### src/rtl/lcd_ctrl_if.sv
// Software-side LCD output word and the controller's LCD pin and status signals.
interface lcd_ctrl_if;
  logic [31:0] i_lcd_word;
  logic        o_lcd_on;
  logic        o_lcd_en;
  logic        o_lcd_rs;
  logic        o_lcd_rw;
  logic [7:0]  o_lcd_data;
  logic        o_lcd_busy;
  logic        o_lcd_ack;

  modport master (
    output i_lcd_word,
    input  o_lcd_on, o_lcd_en, o_lcd_rs, o_lcd_rw, o_lcd_data, o_lcd_busy, o_lcd_ack
  );

  modport slave (
    input  i_lcd_word,
    output o_lcd_on, o_lcd_en, o_lcd_rs, o_lcd_rw, o_lcd_data, o_lcd_busy, o_lcd_ack
  );
endinterface

### src/rtl/lcd_ctrl.sv
// HD44780-style write engine: turns each GO toggle in the LCD word into one
// timed setup / enable / hold / execution write cycle with busy and ack status.
module lcd_ctrl #(
  parameter int unsigned T_SETUP_CYC = 4,
  parameter int unsigned T_EN_CYC    = 12,
  parameter int unsigned T_HOLD_CYC  = 4,
  parameter int unsigned T_EXEC_CYC  = 1850,
  parameter int unsigned T_LONG_CYC  = 76000
) (
  input  logic       i_clk,
  input  logic       i_reset,
  lcd_ctrl_if.slave  bus
);

  localparam int unsigned CNT_W = $clog2(T_LONG_CYC + 1);

  localparam logic [2:0] S_IDLE  = 3'd0;
  localparam logic [2:0] S_SETUP = 3'd1;
  localparam logic [2:0] S_PULSE = 3'd2;
  localparam logic [2:0] S_HOLD  = 3'd3;
  localparam logic [2:0] S_EXEC  = 3'd4;

  logic [2:0]       r_state, w_state_nxt;
  logic [CNT_W-1:0] r_cnt, w_cnt_nxt;
  logic             r_go_seen, w_go_nxt;
  logic             r_rs, w_rs_nxt;
  logic [7:0]       r_data, w_data_nxt;
  logic             r_en, w_en_nxt;
  logic             r_busy, w_busy_nxt;
  logic             r_ack, w_ack_nxt;
  logic             r_on;

  logic             w_go;
  logic             w_cnt_zero;
  logic [CNT_W-1:0] w_wait_load;
  logic             w_unused;

  assign w_go       = bus.i_lcd_word[10];
  assign w_cnt_zero = (r_cnt == '0);
  assign w_unused   = &{1'b0, bus.i_lcd_word[30:11], bus.i_lcd_word[8]};

  // Clear (0x01) and home (0x02/0x03) need the long execution wait; 0x00 is lumped in.
  assign w_wait_load = (!r_rs && (r_data[7:2] == 6'd0)) ? CNT_W'(T_LONG_CYC - 1)
                                                        : CNT_W'(T_EXEC_CYC - 1);

  always_comb begin
    w_state_nxt = r_state;
    w_cnt_nxt   = r_cnt;
    w_go_nxt    = r_go_seen;
    w_rs_nxt    = r_rs;
    w_data_nxt  = r_data;
    w_en_nxt    = 1'b0;
    w_busy_nxt  = r_busy;
    w_ack_nxt   = r_ack;
    case (r_state)
      S_IDLE: begin
        if (w_go != r_go_seen) begin
          w_go_nxt    = w_go;
          w_rs_nxt    = bus.i_lcd_word[9];
          w_data_nxt  = bus.i_lcd_word[7:0];
          w_busy_nxt  = 1'b1;
          w_cnt_nxt   = CNT_W'(T_SETUP_CYC - 1);
          w_state_nxt = S_SETUP;
        end
      end
      S_SETUP: begin
        if (w_cnt_zero) begin
          w_cnt_nxt   = CNT_W'(T_EN_CYC - 1);
          w_en_nxt    = 1'b1;
          w_state_nxt = S_PULSE;
        end else begin
          w_cnt_nxt = r_cnt - CNT_W'(1);
        end
      end
      S_PULSE: begin
        if (w_cnt_zero) begin
          w_cnt_nxt   = CNT_W'(T_HOLD_CYC - 1);
          w_state_nxt = S_HOLD;
        end else begin
          w_en_nxt  = 1'b1;
          w_cnt_nxt = r_cnt - CNT_W'(1);
        end
      end
      S_HOLD: begin
        if (w_cnt_zero) begin
          w_cnt_nxt   = w_wait_load;
          w_state_nxt = S_EXEC;
        end else begin
          w_cnt_nxt = r_cnt - CNT_W'(1);
        end
      end
      S_EXEC: begin
        if (w_cnt_zero) begin
          w_busy_nxt  = 1'b0;
          w_ack_nxt   = ~r_ack;
          w_state_nxt = S_IDLE;
        end else begin
          w_cnt_nxt = r_cnt - CNT_W'(1);
        end
      end
      default: w_state_nxt = S_IDLE;
    endcase
  end

  // A GO bit already set during reset is absorbed into go_seen and never issues a write.
  always_ff @(posedge i_clk) begin
    if (i_reset) begin
      r_state   <= S_IDLE;
      r_cnt     <= '0;
      r_go_seen <= w_go;
      r_rs      <= 1'b0;
      r_data    <= 8'd0;
      r_en      <= 1'b0;
      r_busy    <= 1'b0;
      r_ack     <= 1'b0;
      r_on      <= 1'b0;
    end else begin
      r_state   <= w_state_nxt;
      r_cnt     <= w_cnt_nxt;
      r_go_seen <= w_go_nxt;
      r_rs      <= w_rs_nxt;
      r_data    <= w_data_nxt;
      r_en      <= w_en_nxt;
      r_busy    <= w_busy_nxt;
      r_ack     <= w_ack_nxt;
      r_on      <= bus.i_lcd_word[31];
    end
  end

  assign bus.o_lcd_on   = r_on;
  assign bus.o_lcd_en   = r_en;
  assign bus.o_lcd_rs   = r_rs;
  assign bus.o_lcd_rw   = 1'b0;
  assign bus.o_lcd_data = r_data;
  assign bus.o_lcd_busy = r_busy;
  assign bus.o_lcd_ack  = r_ack;

endmodule

### src/flat_wrapper.sv
// flat-port wrapper written by rule: the top's interface ports become plain ports
module lcd_ctrl_flat 
#(
  parameter int unsigned T_SETUP_CYC = 4,
  parameter int unsigned T_EN_CYC    = 12,
  parameter int unsigned T_HOLD_CYC  = 4,
  parameter int unsigned T_EXEC_CYC  = 1850,
  parameter int unsigned T_LONG_CYC  = 76000
)
  (i_clk, i_reset, bus_i_lcd_word, bus_o_lcd_on, bus_o_lcd_en, bus_o_lcd_rs, bus_o_lcd_rw, bus_o_lcd_data, bus_o_lcd_busy, bus_o_lcd_ack);
  lcd_ctrl_if bus_i ();
  input  logic i_clk;
  input  logic i_reset;
  input wire logic [$bits(bus_i.i_lcd_word)-1:0] bus_i_lcd_word;
  output wire logic [$bits(bus_i.o_lcd_on)-1:0] bus_o_lcd_on;
  output wire logic [$bits(bus_i.o_lcd_en)-1:0] bus_o_lcd_en;
  output wire logic [$bits(bus_i.o_lcd_rs)-1:0] bus_o_lcd_rs;
  output wire logic [$bits(bus_i.o_lcd_rw)-1:0] bus_o_lcd_rw;
  output wire logic [$bits(bus_i.o_lcd_data)-1:0] bus_o_lcd_data;
  output wire logic [$bits(bus_i.o_lcd_busy)-1:0] bus_o_lcd_busy;
  output wire logic [$bits(bus_i.o_lcd_ack)-1:0] bus_o_lcd_ack;
  assign bus_i.i_lcd_word = bus_i_lcd_word;
  assign bus_o_lcd_on = bus_i.o_lcd_on;
  assign bus_o_lcd_en = bus_i.o_lcd_en;
  assign bus_o_lcd_rs = bus_i.o_lcd_rs;
  assign bus_o_lcd_rw = bus_i.o_lcd_rw;
  assign bus_o_lcd_data = bus_i.o_lcd_data;
  assign bus_o_lcd_busy = bus_i.o_lcd_busy;
  assign bus_o_lcd_ack = bus_i.o_lcd_ack;
  lcd_ctrl #(.T_SETUP_CYC(T_SETUP_CYC), .T_EN_CYC(T_EN_CYC), .T_HOLD_CYC(T_HOLD_CYC), .T_EXEC_CYC(T_EXEC_CYC), .T_LONG_CYC(T_LONG_CYC)) u_core (.i_clk(i_clk), .i_reset(i_reset), .bus(bus_i));
endmodule
### config.mk
export PLATFORM = sky130hd
export DESIGN_NAME = lcd_ctrl_flat
export DESIGN_NICKNAME = d
export VERILOG_FILES = /design/src/rtl/lcd_ctrl_if.sv /design/src/rtl/lcd_ctrl.sv /design/src/flat_wrapper.sv
export SDC_FILE = /design/constraint.sdc
export NUM_CORES = 1
export LEC_CHECK = 0
export ABC_CLOCK_PERIOD_IN_PS = 3900
export CAP_MARGIN = 20
export CORE_UTILIZATION = 53
export DETAILED_ROUTE_END_ITERATION = 16
export PLACE_DENSITY = 0.85
export SYNTH_ARGS = -nofsm -noshare
export SYNTH_HDL_FRONTEND = slang
export SYNTH_SLANG_ARGS = --single-unit
### constraint.sdc
create_clock -name i_clk -period 3.9 [get_ports i_clk]
set_clock_uncertainty 0.15 [all_clocks]
set_input_delay 0.39 -clock i_clk [delete_from_list [all_inputs] [get_ports i_clk]]
set_output_delay 0.39 -clock i_clk [all_outputs]
set_load 0.01 [all_outputs]
==> metrics.json <==
{
  "status": {"value": "finished clean"},
  "drt_iter0_markers": {"value": 292},
  "grt_overflow": {"value": 0},
  "worst_setup_hold_path_clk_slew": {"value": 0.11, "unit": "ns"},
  "core": {"value": 0.00342, "unit": "mm^2"},
  "dpl_cell_area": {"value": 0.00217, "unit": "mm^2"},
  "fin_crit_sh": {"value": 72.7, "unit": "%"},
  "worst_skew_pair_later_pin_latency": {"value": 0.35, "unit": "ns"},
  "min-delay-start": {"value": "u_core.bus.o_lcd_data[0]"},
  "timing.hold.worst_endpoint": {"value": "u_core.bus.o_lcd_data[0]"},
  "post_synth_num_cell_types": {"value": 58},
  "crit_arrival": {"value": 2.96, "unit": "ns"},
  "numCtsBuffers": {"value": 5},
  "cp_data_required_time": {"value": 4.03, "unit": "ns"},
  "synthAdderAreaFrac": {"value": 0.642, "unit": "%"},
  "rows": {"value": 21},
  "finalMaxSlewViolations": {"value": 0},
  "leakage_dissipation": {"value": 0.840, "unit": "nW"},
  "synth-compound-area-share": {"value": 24.9, "unit": "%"},
  "timing.critical_path.cells": {"value": "inv_1 > ha_1 > nor4b_1 > nand3_1 > nor4_1 > nor2_1 > o211ai_1"},
  "report.final.setup_viol": {"value": 0},
  "ctsResizeCount": {"value": 0},
  "floorplan.die.height": {"value": 62.6, "unit": "um"},
  "post-cts-setup-buffers": {"value": 0},
  "wl": {"value": 4.85, "unit": "mm"},
  "vias": {"value": 1916},
  "syn_to_final_growth": {"value": 15.8, "unit": "%"},
  "cells_after_dpl": {"value": 288},
  "min-delay-path-class": {"value": "reg -> reg"},
  "cts_sinks": {"value": 34},
  "synth-simple-area-share": {"value": 25.3, "unit": "%"},
  "tritoncts": {"value": "yes"},
  "grt_pass1_wl": {"value": 8.09, "unit": "mm"},
  "crit_slowest_cell": {"value": "sky130_fd_sc_hd__nor4_1"},
  "min_delay_path_depth": {"value": 2},
  "setup_repair_after_global_routing_missed_its_margin": {"value": "false"},
  "critical_path.endpoint_type": {"value": "flip-flop"},
  "timing_worst_slew_pin_value": {"value": 0.668, "unit": "ns"},
  "ir_drop": {"value": 405, "unit": "uV"},
  "synth_top_cell_by_area": {"value": "sky130_fd_sc_hd__dfxtp_1"},
  "r2r_start": {"value": "u_core.r_cnt[0]"},
  "route.antenna.remaining_nets": {"value": 0},
  "synthMuxAreaShare": {"value": 4.62, "unit": "%"},
  "worst_slack": {"value": 1.07, "unit": "ns"},
  "numPortBuffers": {"value": 25},
  "stdcell_area": {"value": 0.00226, "unit": "mm^2"},
  "dieArea": {"value": 0.00392, "unit": "mm^2"},
  "final.min_clock_period": {"value": 2.83, "unit": "ns"},
  "synth_top_cells_by_area": {"value": "sky130_fd_sc_hd__dfxtp_1 (34%), sky130_fd_sc_hd__nor2_1 (5.2%), sky130_fd_sc_hd__mux2i_1 (4.6%)"},
  "timing.hold.ws": {"value": 0.351, "unit": "ns"},
  "timing.reg2reg.setup_slack": {"value": 1.07, "unit": "ns"},
  "max_stage_delay": {"value": 0.71, "unit": "ns"},
  "buf_inv_on_cp": {"value": 1},
  "endpoint_of_the_worst_slack_reg_to_reg_timing_path": {"value": "u_core.r_cnt[13]"},
  "dpl.hpwl": {"value": 3.46, "unit": "mm"},
  "largest_family_of_logic_cells_by_synthesized_area": {"value": "simple AND/OR/NAND/NOR gates"},
  "syn-cell-area": {"value": 0.00195, "unit": "mm^2"},
  "fraction_of_the_yosys_area_taken_by_sequential_cells": {"value": 35.5, "unit": "%"},
  "finalWeightedCongestion": {"value": 0.886},
  "chipWidth": {"value": 62.6, "unit": "um"},
  "power.density_cell_area": {"value": 1050, "unit": "mW/mm^2"},
  "yosys.area.top_type_share": {"value": 33.9, "unit": "%"},
  "multi_input_comb_area": {"value": 0.00113, "unit": "mm^2"},
  "synthXorXnorAreaFrac": {"value": 2.25, "unit": "%"},
  "drt_first_pass_iters": {"value": 7},
  "holdBufCountCts": {"value": 0},
  "pin_count_of_the_biggest_net_entering_global_routing": {"value": 17},
  "io-pin-count": {"value": 48},
  "drv.max_cap_violation_count": {"value": 0},
  "crit_family": {"value": "simple AND/OR/NAND/NOR gates"},
  "drc": {"value": 0},
  "yosys_register_bits": {"value": 34},
  "gr-usage-all-layers": {"value": 25.9, "unit": "%"},
  "post_synthesis_cell_count": {"value": 230},
  "cts.htree.levels": {"value": 2},
  "cp_max_fo": {"value": 11},
  "post_route_setup_tns": {"value": 0, "unit": "ns"},
  "post_drt_via_cell_ratio": {"value": 6.47},
  "worst_r2r_path_depth": {"value": 7},
  "dpl_worst_slack": {"value": 1.15, "unit": "ns"},
  "nFillCells": {"value": 293},
  "synthesized_nets": {"value": 265},
  "startpoint_type": {"value": "flip-flop"},
  "start_util": {"value": 57.0, "unit": "%"},
  "finalHoldViolCount": {"value": 0},
  "synth_area_per_cell": {"value": 8.47, "unit": "um^2"},
  "stdcell_count": {"value": 296},
  "average_wire_per_standard_cell": {"value": 16.4, "unit": "um"},
  "yosys_warnings": {"value": 0},
  "nNetsFinal": {"value": 284},
  "timing.slew.headroom": {"value": 55.1, "unit": "%"},
  "register_area": {"value": 691, "unit": "um^2"},
  "synth_async_sr_flop_share": {"value": 0, "unit": "%"},
  "synth-edff-count": {"value": 1},
  "synthFlopType": {"value": "sky130_fd_sc_hd__dfxtp_1"},
  "achievable-frequency": {"value": 0.353, "unit": "GHz"},
  "drive_gt1_share": {"value": 8.40, "unit": "%"},
  "antenna_found_initial": {"value": 0},
  "cts-root-to-sink-buffers": {"value": 2},
  "grt_pass1_vias": {"value": 1791},
  "diodes": {"value": 0},
  "clock-root-buffer": {"value": "sky130_fd_sc_hd__clkbuf_4"},
  "setup.worst_path.class": {"value": "reg -> reg"}
}
## synthesized netlist by cell type, types with 4 or more instances
master	count
sky130_fd_sc_hd__nor2b_1	5
sky130_fd_sc_hd__nor4_1	6
sky130_fd_sc_hd__inv_1	8
sky130_fd_sc_hd__o2bb2ai_1	4
sky130_fd_sc_hd__nand3_1	7
sky130_fd_sc_hd__dfxtp_1	33
sky130_fd_sc_hd__o31ai_1	4
sky130_fd_sc_hd__xnor2_1	4
sky130_fd_sc_hd__or3_1	4
sky130_fd_sc_hd__buf_6	5
sky130_fd_sc_hd__a21oi_1	13
sky130_fd_sc_hd__o21ai_0	7
sky130_fd_sc_hd__nor3_1	8
sky130_fd_sc_hd__nand2_1	13
sky130_fd_sc_hd__clkbuf_1	7
sky130_fd_sc_hd__mux2i_1	9
sky130_fd_sc_hd__nor2_1	27
## report_power, final
| group | switching (W) | internal, W |
|---|---|---|
| clock | 0.000121 | 0.000153 |
| combinational | 0.000918 | 0.000584 |
| sequential | 0.000136 | 0.000465 |
| total | 0.00118 | 0.00120 |
## logic make-up after synthesis
| group | Yosys count |
|---|---|
| AOI/OAI and AO/OA | 67 |
| xor gates and xnor gates | 5 |
| adders and majority gates | 1 |
| buffers and inverters | 23 |
| DFF | 34 |
| muxes | 9 |
| other | 1 |
| and+or+nand+nor | 90 |
## placed cells by master, fill, tap and decap left out, types with 3 or more instances in the layout
cell type / n
sky130_fd_sc_hd__or4_1: 3
sky130_fd_sc_hd__dfxtp_1: 33
sky130_fd_sc_hd__a311oi_1: 3
sky130_fd_sc_hd__o2bb2ai_1: 4
sky130_fd_sc_hd__a22oi_1: 3
sky130_fd_sc_hd__xnor2_1: 4
sky130_fd_sc_hd__inv_1: 8
sky130_fd_sc_hd__nor3_1: 8
sky130_fd_sc_hd__or3_1: 4
sky130_fd_sc_hd__clkbuf_4: 5
sky130_fd_sc_hd__mux2i_1: 9
sky130_fd_sc_hd__nor4_1: 6
sky130_fd_sc_hd__o31ai_1: 4
sky130_fd_sc_hd__clkdlybuf4s50_1: 25
sky130_fd_sc_hd__o21bai_1: 3
sky130_fd_sc_hd__a21oi_1: 13
sky130_fd_sc_hd__nor2b_1: 5
sky130_fd_sc_hd__nand2_1: 13
sky130_fd_sc_hd__nor2_1: 27
sky130_fd_sc_hd__o21ai_0: 7
sky130_fd_sc_hd__a211oi_1: 3
sky130_fd_sc_hd__nand3_1: 7
sky130_fd_sc_hd__a211o_1: 3
## per-stage QoR
| step | utilization (%) | power (W) |
|---|---|---|
| floorplan | - | 0.00177 |
| global placement | 63.6 | 0.00201 |
| detailed placement | 63.6 | 0.00205 |
| CTS | 66.0 | 0.00234 |
| global route | 66.0 | 0.00253 |
| finish | 66.0 | 0.00238 |
## metal layers
metal / wire length (um) / GRT usage, %
met5: 0 / 0
met4: 150 / 15.1
met3: 455 / 5.11
met2: 2180 / 39.8
met1: 2060 / 33.5
## worst max path at each step
stage,cells after the start,to,start,slack (ns)
2_1_floorplan,8,u_core.r_cnt[16],u_core.r_cnt[0],1.40
3_3_place_gp,7,u_core.r_cnt[13],u_core.r_cnt[0],1.21
3_5_place_dp,7,u_core.r_cnt[6],u_core.r_cnt[0],1.15
4_1_cts,7,u_core.r_cnt[9],u_core.r_cnt[0],1.12
5_1_grt,7,u_core.r_cnt[9],u_core.r_cnt[0],0.83
6_report,7,u_core.r_cnt[13],u_core.r_cnt[0],1.07
## layout make-up
cell class,instances,share of cell area [%]
Sequential cell,34,30.6
Timing Repair Buffer,27,11.8
Tap cell,46,2.55
Inverter,8,1.33
Clock buffer,7,2.44
Clock inverter,1,1.33
Multi-Input combinational cell,173,50.0
## flip-flops by register name, summed over array words and instances, names as in the netlist
signal and flops:
u_core.r_cnt 17, u_core.bus.o_lcd_en 1, u_core.bus.o_lcd_busy 1, u_core.r_go_seen 1, u_core.bus.o_lcd_on 1, u_core.bus.o_lcd_data 8, u_core.bus.o_lcd_rs 1, u_core.bus.o_lcd_ack 1
u_core.r_state 3
## worst min-delay path: stages (launching register included)
cell	delay (ns)
sky130_fd_sc_hd__dfxtp_1	0.34
sky130_fd_sc_hd__mux2i_1	0.06
sky130_fd_sc_hd__nor2_1	0.07
(Power assumes the default switching activity.)
